File: src/rtl/clk_gate_pkg.sv
// Shared types and limits for the automatic clock-gating controller.
package clk_gate_pkg;

  typedef enum logic [1:0] {
    StRun,
    StCount,
    StGated,
    StWake
  } clk_gate_state_e;

  localparam int unsigned WAKE_CYC_MAX = 15;
  localparam int unsigned WCNT_W       = $clog2(WAKE_CYC_MAX + 1);

endpackage

File: src/rtl/clk_icg.sv
// Latch-based integrated clock gate: enable captured while clk_i is low, so
// a pulse that has started is never cut short.
module clk_icg (
  input  logic clk_i,
  input  logic en_i,
  input  logic te_i,
  output logic clk_o
);

  logic en_latch;

  always_latch begin
    if (!clk_i) en_latch = en_i | te_i;
  end

  assign clk_o = clk_i & en_latch;

endmodule

File: src/rtl/clk_gate_ctrl.sv
// Automatic clock-gating controller: gates after a run of idle cycles and
// reopens on wake with a fixed settling delay before reporting ready.
module clk_gate_ctrl
  import clk_gate_pkg::*;
#(
  parameter int unsigned IDLE_W   = 8,
  parameter int unsigned WAKE_CYC = 2,
  parameter int unsigned STAT_W   = 16
) (
  input  logic              clk_i,
  input  logic              rst_i,
  input  logic              te_i,
  input  logic              auto_en_i,
  input  logic              busy_i,
  input  logic              wake_req_i,
  input  logic              force_on_i,
  input  logic [IDLE_W-1:0] idle_thresh_i,
  output logic              clk_o,
  output logic              gate_en_o,
  output logic              clk_rdy_o,
  output logic [STAT_W-1:0] gate_cnt_o
);

  localparam logic [WCNT_W-1:0] WakeLast = WCNT_W'(WAKE_CYC - 1);

  clk_gate_state_e   state_q;
  logic [IDLE_W-1:0] icnt_q;
  logic [WCNT_W-1:0] wcnt_q;
  logic              gate_en_q;
  logic              clk_rdy_q;
  logic [STAT_W-1:0] gate_cnt_q;

  logic              wake;
  logic              idle;
  logic [IDLE_W-1:0] icnt_inc;
  logic [STAT_W-1:0] gate_cnt_inc;

  assign wake     = busy_i | wake_req_i | force_on_i | ~auto_en_i;
  assign idle     = ~busy_i & auto_en_i & ~force_on_i & (idle_thresh_i != '0);
  assign icnt_inc = icnt_q + IDLE_W'(1);
  assign gate_cnt_inc = (gate_cnt_q == '1) ? gate_cnt_q : gate_cnt_q + STAT_W'(1);

  always_ff @(posedge clk_i) begin
    if (rst_i) begin
      state_q    <= StRun;
      icnt_q     <= '0;
      wcnt_q     <= '0;
      gate_en_q  <= 1'b1;
      clk_rdy_q  <= 1'b1;
      gate_cnt_q <= '0;
    end else begin
      unique case (state_q)
        StRun, StCount: begin
          if (!idle) begin
            state_q <= StRun;
            icnt_q  <= '0;
          end else if (((state_q == StRun) && (idle_thresh_i == IDLE_W'(1))) ||
                       ((state_q == StCount) && (icnt_inc >= idle_thresh_i))) begin
            // >= so a threshold lowered mid-count gates on the next idle sample
            state_q    <= StGated;
            icnt_q     <= '0;
            gate_en_q  <= 1'b0;
            clk_rdy_q  <= 1'b0;
            gate_cnt_q <= gate_cnt_inc;
          end else begin
            state_q <= StCount;
            icnt_q  <= (state_q == StRun) ? IDLE_W'(1) : icnt_inc;
          end
        end
        StGated: begin
          if (wake) begin
            state_q   <= StWake;
            wcnt_q    <= '0;
            gate_en_q <= 1'b1;
          end
        end
        StWake: begin
          if (wcnt_q == WakeLast) begin
            state_q   <= StRun;
            wcnt_q    <= '0;
            clk_rdy_q <= 1'b1;
          end else begin
            wcnt_q <= wcnt_q + WCNT_W'(1);
          end
        end
        default: state_q <= StRun;
      endcase
    end
  end

  assign gate_en_o  = gate_en_q;
  assign clk_rdy_o  = clk_rdy_q;
  assign gate_cnt_o = gate_cnt_q;

  clk_icg u_icg (
    .clk_i (clk_i),
    .en_i  (gate_en_q),
    .te_i  (te_i),
    .clk_o (clk_o)
  );

endmodule

File: config.mk
export PLATFORM = sky130hd
export DESIGN_NAME = clk_gate_ctrl
export DESIGN_NICKNAME = d
export VERILOG_FILES = /design/src/rtl/clk_gate_pkg.sv /design/src/rtl/clk_icg.sv /design/src/rtl/clk_gate_ctrl.sv
export SDC_FILE = /design/constraint.sdc
export NUM_CORES = 1
export LEC_CHECK = 0
export BUFFER_PORTS_ARGS = -buffer_cell sky130_fd_sc_hd__buf_2
export CAP_MARGIN = 20
export CORE_ASPECT_RATIO = 0.9
export CORE_MARGIN = 10
export CORE_UTILIZATION = 59
export CTS_CLUSTER_SIZE = 10
export DETAILED_ROUTE_END_ITERATION = 7
export GPL_ROUTABILITY_DRIVEN = 0
export PLACE_DENSITY_LB_ADDON = 0.25
export REMOVE_ABC_BUFFERS = 1
export SLEW_MARGIN = 30
export SYNTH_ARGS = -nofsm -noshare
export SYNTH_HDL_FRONTEND = slang
export SYNTH_SLANG_ARGS = --single-unit
File: constraint.sdc
create_clock -name clk_i -period 4.36 [get_ports clk_i]
set_clock_uncertainty 0.05 [all_clocks]
set_input_delay 0.654 -clock clk_i [delete_from_list [all_inputs] [get_ports clk_i]]
set_output_delay 0.654 -clock clk_i [all_outputs]
set_load 0.01 [all_outputs]
==> results.json <==
{
  "routed_wl_um": 4150,
  "synth.area.top_cells": "dfxtp_1 34%, ha_1 8.0%, nor2_1 5.2%, a21oi_1 4.3%, nand2_1 4.2%",
  "firstDrtPassIters": 4,
  "slew_headroom_pct": 61.2,
  "ys_async_sr_fraction_pct": 0,
  "first_iter_violations": 102,
  "switching_share_pct": 25.6,
  "slew_violations": 0,
  "p_int_w": 0.000411,
  "path_cells": "and2_1, buf_2",
  "synth_edf_count": 0,
  "cts_tree": "built",
  "synth_compound_gate_area_share_pct": 19.4,
  "syn-cell-area_um2": 1880,
  "core_region_area_um2": 3070,
  "grt_pass1_wl_um": 7110,
  "r2r_setup_slack_ns": 1.23,
  "synthAdderAreaFrac_pct": 7.98,
  "postRouteAntennaNets": 0,
  "synthSimpleGateAreaFrac_pct": 27.8,
  "antenna_found_initial": 0,
  "die_area_um2": 5850,
  "n_antenna_cell": 0,
  "die_x_um": 79.5,
  "synth_cell_types": 47,
  "hold_violations": 0,
  "wl_per_cell_um": 13.6,
  "combPwrFrac_pct": 4.9,
  "tns_ns": 0,
  "power.switching_w": 0.000141,
  "critPathArrivalTime_ns": 3.27,
  "min_to": "clk_rdy_o",
  "num_rows": 19,
  "cts_setup_buffers": 0,
  "place_inst": 296,
  "status": "completed",
  "synth_top_family_by_area": "simple AND/OR/NAND/NOR gates",
  "grt_usage_pct": 15.2,
  "setup_viol": 0,
  "synth_top_cell_by_area": "dfxtp_1",
  "r2r-start": "icnt_q[0]",
  "holdCritStartpoint": "clk_rdy_o",
  "critPathMaxFanout": 1,
  "die_h_um": 73.6,
  "ioPinCount": 34,
  "clkTransAtPathRegs_ns": 0.10,
  "stdcell_count": 306,
  "hold_path.class": "flop to flop",
  "drive_gt1_share_pct": 20.5,
  "overflow": 0,
  "drc_errors": 0,
  "rsz0062_at_grt": "no",
  "netlist.area_leader.share_pct": 34.0,
  "worstMarginPinSlew_ns": 0.576,
  "syn_inst": 226,
  "syn_area_per_cell_um2": 8.33,
  "cp.required_ns": 3.66,
  "hold_depth": 2,
  "p_leak_nw": 0.921,
  "power.density_nw_per_um2": 257,
  "max_stage_delay_ns": 0.40,
  "crit_buf_inv": 1,
  "max-cap-violations": 0,
  "power_frac_seq_pct": 54.3,
  "ctsHoldBuffers": 0,
  "port_buffers": 33,
  "power_frac_clock_pct": 40.8,
  "dpl.hpwl_um": 3060,
  "cts-resized-gates": 0,
  "routed_via_density": 5.66,
  "grt_max_degree": 29,
  "synth_mux_area_share_pct": 1.13,
  "path_class": "latch to output pin",
  "path_delay_family": "latches",
  "grt_pass1_vias": 1649,
  "layout_commonest_cell": "buf_2",
  "clk_latency_ns": 0.45,
  "start_util_pct": 61.4,
  "cp-end-kind": "output pin",
  "yosys_warnings": 0,
  "reg2reg_depth": 12,
  "ys_ff_latch": 33,
  "startpoint_type": "latch",
  "synth_xor_area_share_pct": 4.65,
  "area_delta_synth_final_pct": 14.2,
  "reg2reg_to": "gate_cnt_o[2]",
  "yosys_most_used_dff": "dfxtp_1",
  "fin_nets": 291,
  "peakVddDrop_mv": 0.194,
  "route.vias.total": 1733,
  "final_cell_mix": "33 x buf_2, 32 x dfxtp_1, 26 x nor2_1, 21 x nand2_1, 16 x a21oi_1",
  "cp_slowest_cell": "dlxtn_1"
}
how the worst max path moves through the flow:
stage | slack (ns) | to | start | cells after the start
after CTS | 0.38 | clk_o | u_icg.en_latch | 2
after floorplan | 0.96 | clk_o | u_icg.en_latch | 1
after detailed placement | 0.88 | clk_o | u_icg.en_latch | 2
final | 0.39 | clk_o | u_icg.en_latch | 2
after global placement | 0.90 | clk_o | u_icg.en_latch | 2
after global routing | 0.35 | clk_o | u_icg.en_latch | 2
flip-flops by register name, indices dropped and copies added (netlist names):
| signal | cells |
|---|---|
| clk_rdy_o | 1 |
| gate_cnt_o | 16 |
| gate_en_o | 1 |
| icnt_q | 8 |
| state_q | 2 |
| u_icg.en_latch | 1 |
| wcnt_q | 4 |
cell type report:
type | instances | area (um^2)
multi-input cells | 173 | 1150
fillers | 261 | 917
flip-flops and latches | 33 | 656
repair buffers | 33 | 168
clock buffers | 10 | 68.8
inverters | 14 | 52.6
well taps | 42 | 52.6
clock inverters | 1 | 5.00
stage by stage:
| step | util, % | setup WS (ns) | power (W) | hold WS [ns] | cell area (um^2) |
|---|---|---|---|---|---|
| after floorplan | - | 0.961 | 0.000331 | 0.407 | 1860 |
| after global placement | 67.8 | 0.901 | 0.000353 | 0.383 | 2080 |
| after detailed placement | 67.8 | 0.883 | 0.000353 | 0.388 | 2080 |
| after CTS | 70.1 | 0.378 | 0.000556 | 0.406 | 2150 |
| after global routing | 70.1 | 0.350 | 0.000572 | 0.419 | 2150 |
| final | 70.1 | 0.388 | 0.000552 | 0.407 | 2150 |
kinds of logic after synthesis:
logic type	count (synthesis)
AND/OR/NAND/NOR	94
AO/OA/AOI/OAI	55
flip-flops	32
buffers and inverters	20
adder cells (fa/ha/maj)	12
XOR/XNOR	10
multiplexers	2
latches	1
per-layer routing:
layer  part of all wire [%]  up-vias  routed length, um  global-route usage (%)
li1                       -      883                  -                       -
met1                     46      781               1920                    18.3
met2                     44       52               1840                    21.8
met3                    6.4       17                264                    5.00
met4                    2.9        0                119                    11.9
met5                      0        -                  0                       0
power by group through the flow:
stage,Combinational (W),Clock (W),Sequential [W]
after floorplan,0.0000121,0.0000124,0.000307
after global placement,0.0000262,0.0000198,0.000307
after detailed placement,0.0000268,0.0000198,0.000307
after CTS,0.0000271,0.000229,0.000300
after global routing,0.0000306,0.000241,0.000300
final,0.0000268,0.000225,0.000300
cell usage after synthesis (all sizes together) (4+ instances only):
library cell / instances
clkbuf: 5
nand3: 9
nor2: 26
dfxtp: 32
a21oi: 16
nor2b: 4
ha: 12
inv: 14
o21ai: 16
or3: 7
xor2: 8
nand4: 5
and2: 4
nand2: 21
worst reg2reg max path, cell delays in order, from the launching register on:
cell     delay [ns]
dfxtp_1        0.44
and3_1         0.18
nand3_1        0.13
and2_1         0.20
or2_2          0.29
ha_1           0.29
a21oi_1        0.16
o21a_1         0.14
o41ai_2        0.06
buf_4          0.18
o21ai_2        0.49
nor2_1         0.09
mux2_1         0.32
No activity file was read; power rests on OpenSTA's default activity.
